### config.mk
export PLATFORM = sky130hd
export DESIGN_NAME = acc_frame_sequencer
export DESIGN_NICKNAME = d
export VERILOG_FILES = /design/src/rtl/acc_frame_sequencer.sv
export SDC_FILE = /design/constraint.sdc
export NUM_CORES = 1
export LEC_CHECK = 0
export CORE_UTILIZATION = 54
export DETAILED_ROUTE_END_ITERATION = 6
export PLACE_DENSITY_LB_ADDON = 0.15
export SETUP_SLACK_MARGIN = 0.3
export SLEW_MARGIN = 20
export SYNTH_ARGS = -nofsm -noshare
export SYNTH_HDL_FRONTEND = slang
export SYNTH_SLANG_ARGS = --single-unit
### constraint.sdc
create_clock -name clk -period 5 [get_ports clk]
set_clock_uncertainty 0.1 [all_clocks]
set_input_delay 1.5 -clock clk [delete_from_list [all_inputs] [get_ports clk]]
set_output_delay 1.5 -clock clk [all_outputs]
set_load 0.02 [all_outputs]
### src/rtl/acc_frame_sequencer.sv
// Frame controller for the 8-bit accumulator datapath: clears, feeds and reads back one frame.
// Optional ACC_SEQ_TMR_ERR_CNT_EN adds a saturating counter of voter error cycles.
module acc_frame_sequencer #(
   parameter int WIDTH = 8,
   parameter int LEN_W = 8
) (
   input  logic             clk,
   input  logic             rstn,
   input  logic [LEN_W-1:0] cfg_len,
   input  logic             start,
   input  logic             in_valid,
   input  logic [WIDTH-1:0] in_data,
   output logic             in_ready,
   output logic             acc_rst,
   output logic [WIDTH-1:0] acc_din,
   input  logic [WIDTH-1:0] acc_dout,
   output logic             out_valid,
   output logic [WIDTH-1:0] out_data,
   input  logic             out_ready,
   output logic             out_ovf,
   output logic             busy
`ifdef ACC_SEQ_TMR_ERR_CNT_EN
   ,
   input  logic             tmr_err,
   output logic [7:0]       err_cnt
`endif
);

   typedef enum logic [2:0] {
      S_IDLE,
      S_CLEAR,
      S_RUN,
      S_DRAIN,
      S_HOLD
   } state_t;

   // cfg_len of zero stands for a full 2**LEN_W-sample frame
   localparam logic [LEN_W:0] FULL_LEN = {1'b1, {LEN_W{1'b0}}};

   state_t           r_state;
   logic [LEN_W:0]   r_len;
   logic [LEN_W:0]   r_cnt;
   logic             r_ovf;
   logic             r_in_ready;
   logic             r_acc_rst;
   logic             r_out_valid;
   logic [WIDTH-1:0] r_out_data;
   logic             r_out_ovf;
   logic             r_busy;

   logic             w_beat;
   logic [LEN_W:0]   w_cnt_nxt;
   logic [WIDTH-1:0] w_wrap;
   logic             w_carry;

   assign w_beat    = in_valid & r_in_ready;
   assign w_cnt_nxt = r_cnt + (LEN_W+1)'(1);
   // acc_dout already holds every earlier beat, so this is the carry of the beat being taken
   assign w_wrap    = acc_dout + in_data;
   assign w_carry   = (w_wrap < acc_dout);

   assign in_ready  = r_in_ready;
   assign acc_rst   = r_acc_rst;
   assign acc_din   = w_beat ? in_data : '0;
   assign out_valid = r_out_valid;
   assign out_data  = r_out_data;
   assign out_ovf   = r_out_ovf;
   assign busy      = r_busy;

   always_ff @(posedge clk or negedge rstn) begin
      if (!rstn) begin
         r_state     <= S_IDLE;
         r_len       <= '0;
         r_cnt       <= '0;
         r_ovf       <= 1'b0;
         r_in_ready  <= 1'b0;
         r_acc_rst   <= 1'b0;
         r_out_valid <= 1'b0;
         r_out_data  <= '0;
         r_out_ovf   <= 1'b0;
         r_busy      <= 1'b0;
      end else begin
         r_acc_rst <= 1'b0;
         case (r_state)
            S_IDLE: begin
               if (start) begin
                  r_len     <= (cfg_len == '0) ? FULL_LEN : {1'b0, cfg_len};
                  r_cnt     <= '0;
                  r_ovf     <= 1'b0;
                  r_acc_rst <= 1'b1;
                  r_busy    <= 1'b1;
                  r_state   <= S_CLEAR;
               end
            end
            S_CLEAR: begin
               r_in_ready <= 1'b1;
               r_state    <= S_RUN;
            end
            S_RUN: begin
               if (w_beat) begin
                  r_cnt <= w_cnt_nxt;
                  r_ovf <= r_ovf | w_carry;
                  if (w_cnt_nxt == r_len) begin
                     r_in_ready <= 1'b0;
                     r_state    <= S_DRAIN;
                  end
               end
            end
            S_DRAIN: begin
               r_out_data  <= acc_dout;
               r_out_ovf   <= r_ovf;
               r_out_valid <= 1'b1;
               r_state     <= S_HOLD;
            end
            S_HOLD: begin
               if (out_ready) begin
                  r_out_valid <= 1'b0;
                  r_busy      <= 1'b0;
                  r_state     <= S_IDLE;
               end
            end
            default: begin
               r_in_ready  <= 1'b0;
               r_out_valid <= 1'b0;
               r_busy      <= 1'b0;
               r_state     <= S_IDLE;
            end
         endcase
      end
   end

`ifdef ACC_SEQ_TMR_ERR_CNT_EN
   logic [7:0] r_err_cnt;

   assign err_cnt = r_err_cnt;

   always_ff @(posedge clk or negedge rstn) begin
      if (!rstn) begin
         r_err_cnt <= '0;
      end else if (tmr_err && (r_err_cnt != '1)) begin
         r_err_cnt <= r_err_cnt + 8'd1;
      end
   end
`endif

endmodule
==> flow_results.org <==
** Yosys
- Ranked by instance count, the synthesized netlist is headed by 49 x nand2_1, 35 x dfrtp_1, 19 x o21ai_0, 14 x inv_1, 14 x xnor2_1.
- Area fraction of the dominant cell type after synthesis :: 0.4058
- Most area-consuming cells after synthesis :: dfrtp_1 41%, nand2_1 8.5%, ha_1 7.5%
- Main synth FF type :: dfrtp_1
- dfrtp_1 takes more of the synthesized area than any other cell.
- A synthesized cell averages between 8 and 9 um^2.
- In this run the cell area of the synthesized design comes to roughly 2200 um^2.
- Counting flops with an async set or reset pin after synthesis yields a share of 1.000.
- Counting flops with a built-in enable in the synthesized netlist gives 0.
- The share of the Yosys chip area taken by registers is 0.4058.
- Distinct cells, synth :: 45
- Post-synthesis cell count :: ~250
- Cell with the most instances after synthesis :: nand2_1
- Counting flops and latches in the post-synthesis netlist gives 35.
- Number of warnings issued by yosys :: 0
- Net count after synthesis :: around 290

** Critical path
- Data on the critical path is required at its endpoint by roughly 3400 ps.
- Together, buffers and inverters on the worst path number 2.
- CP max stage delay :: between 600 and 700 ps
- In this design, the largest share of critical-path delay is due to buffers and inverters.
- Arr. time, crit path :: 3010 ps
- CP max-delay cell :: clkdlybuf4s50_1
- STA classifies the critical path endpoint as a primary output.
- The signal on the critical path passes through clkdlybuf4s50_1, and3_1, clkdlybuf4s50_1.
- Max Fanout on Critical Path :: 10
- By startpoint and endpoint, the worst setup path is classified as in -> out.
- Critical path launch point type :: input port
- Most repeated library cell on the critical path :: clkdlybuf4s50_1

** Timing
- Tcrit/Tclk final :: 0.9213
- Final Max Tran Viols :: 0
- Based on the critical path, the design can be clocked at up to 217.1 MHz.
- The number of failing hold endpoints at the final stage is 0.
- In the final timing run, aggregate negative setup slack is 0 ps.
- Final min period :: roughly 4600 ps
- Unrepaired setup endpoints after global routing :: no
- Setup violations remaining at the end of the flow were counted as 0.
- Worst-case headroom to the max-slew limit :: 0.5760
- Transition time at the pin with the least slew margin :: 634.2 ps

** Clock tree
- Total of cells resized after clock tree synthesis :: 0
- Insertion delay to the later sink of the worst-skew pair :: around 290 ps
- CTS saw 35 sinks.
- Depth of the CTS H-tree :: 2
- TritonCTS built the clock tree.
- Number of buffers created by CTS :: 5
- Total of hold buffers inserted after clock tree synthesis :: 0
- After clock tree synthesis, the setup repair step added 0 buffers.
- Clock transition time at the flip-flop clock pins of the worst setup and hold paths :: about 70 ps
- Largest buffer count on any clock path :: 2
- Cell chosen for the clock root :: clkbuf_8

** Floorplanning
- Area of the core :: 3744 um^2
- Die span in x :: 65.22 um
- IO Pins :: 50
- In this run the core area contains 22 standard-cell rows.
- The die covers 4254 um^2.
- In this run the vertical extent of the chip is between 60 and 70 um.
- Starting density of the core :: 0.5765

** Global routing
- The number of global-route vias before repair was approximately 1,800.
- Entering global routing, the biggest net connects 36 pins.
- GRT Util Overall :: 0.2569
- Antenna violations before repair :: 0
- Summed over all layers, the global routing overflow is 0.
- The first global-routing pass estimated between 8 and 9 mm of wire.

** Placement
- Routability-driven placement finished with a final weighted congestion of just under 0.9.
- Total placed instance area :: ~2700 um^2
- The HPWL after detailed placement is roughly 3.6 mm.
- IO Port Bufs :: between 40 and 50

** Hold path
- Tightest Hold Check Type :: reg -> reg

** Layout
- Of the cells placed in the final design, the portion with a size suffix greater than 1 is 0.04348.
- The number of antenna diodes in the final layout is 0.
- Total number of nets in the final design :: between 300 and 400
- After routing the design area is around 2800 um^2.
- The layout has between 200 and 300 filler cells.
- Synthesis-to-layout area growth :: 29.80%

** Power and ir drop
- Pwr Density :: between 400 and 500 nW/um^2
- Worst VDD drop :: 298.2 uV
- The analysis attributes to cell leakage a power of approximately 1.3 nW.

** Route
- Average wire per standard cell :: about 14 um
- The routed design has between 4 and 5 mm of wire.
- First-pass iteration count of the detailed router :: 4
- Post-detailed-route count of antenna-violating nets :: 0
- Vias per cell :: about 5.4
- Drc violations :: 0
- First-iteration detailed-routing DRC count :: roughly 140
- Total number of vias :: between 1,500 and 2,000

** Status
- The run finished with clean final reports.

** Flow run
- Max-cap violations :: 0
-- stage by stage --
step | utilization | power, mW | hold WS [ps] | setup WS, ps | instances
after detailed placement | 0.7182 | 1.090 | 378.5 | 405.5 | 339
final | 0.7483 | 1.347 | 393.5 | 393.3 | 347
after global routing | 0.7483 | 1.445 | 427.8 | 331.3 | 347
after floorplan | - | 0.8596 | 365.2 | 1378 | 249
after CTS | 0.7483 | 1.354 | 397.3 | 405.4 | 347
after global placement | 0.7182 | 1.067 | 362.4 | 441.1 | 339
-- path summary, 6_finish.rpt --
check	from	endpoint	slack [ps]	cells past startpoint
min reg2reg	out_data[7]	out_data[7]	390	2
max reg2reg	r_cnt[0]	in_ready	2540	6
min in group asynchronous	rstn	out_data[2]	1530	2
max	in_valid	acc_din[4]	390	3
min	out_data[7]	out_data[7]	390	2
max in group asynchronous	rstn	r_state[0]	2960	2
-- sequential cells by signal (all words and copies together) (netlist names) --
name	flops
acc_rst	1
busy	1
in_ready	1
out_data	8
out_ovf	1
out_valid	1
r_cnt	9
r_len	9
r_ovf	1
r_state	3
-- area by class of cell --
cell class / count / area [um^2] / area share
timing repair buffer: 51 / 505.5 / 0.1804
clock inverter: 3 / 43.79 / 0.01563
tap: 48 / 60.06 / 0.02144
sequential: 35 / 875.8 / 0.3126
inverter: 15 / 56.30 / 0.02010
multi-input combinational: 190 / 1191 / 0.4252
clock buffer: 5 / 68.82 / 0.02456
-- cells in the final DEF (no fill, tap or decap), drive strengths merged, types with 4 or more instances in the layout --
cell type	netlist	routed
nor2b	4	4
nand3	9	9
o31ai	6	6
nand2	49	49
xor2	4	4
nor2	9	9
dfrtp	35	35
o21ai	24	24
xnor2	14	14
and3	9	9
ha	13	13
clkdlybuf4s50	0	49
a21oi	10	10
inv	14	14
clkbuf	8	5
-- metal layers --
metal / GRT usage / vias to the layer above / wire (um)
met5: 0 / - / 0
met2: 0.4253 / 36 / 2348
met3: 0.06076 / 5 / 175
met4: 0.07337 / 0 / 48
li1: - / 966 / -
met1: 0.3330 / 879 / 2323
-- logic make-up (layout without fill, tap and decap cells) --
group | Yosys count | in the layout | share of synthesized area
and+or+nand+nor | 95 | 95 | 0.2070
AOI/OAI and AO/OA | 60 | 60 | 0.1722
DFF | 35 | 35 | 0.4058
buffers and inverters | 24 | 74 | 0.04232
xor gates and xnor gates | 18 | 18 | 0.07304
adders and majority gates | 14 | 14 | 0.08464
muxes | 3 | 3 | 0.01507
-- report_power, final --
part | internal [mW] | switching (mW) | leakage (nW) | total (mW)
Combinational | 0.279 | 0.317 | 0.787 | 0.597
Sequential | 0.386 | 0.107 | 0.442 | 0.493
Clock | 0.148 | 0.109 | 0.0581 | 0.257
-- tightest hold or removal path: stages, from the launching register on --
cell and delay (ps):
dfrtp_1 350, nand2_1 50, o21ai_0 60
No activity file was read; power rests on OpenSTA's default activity.
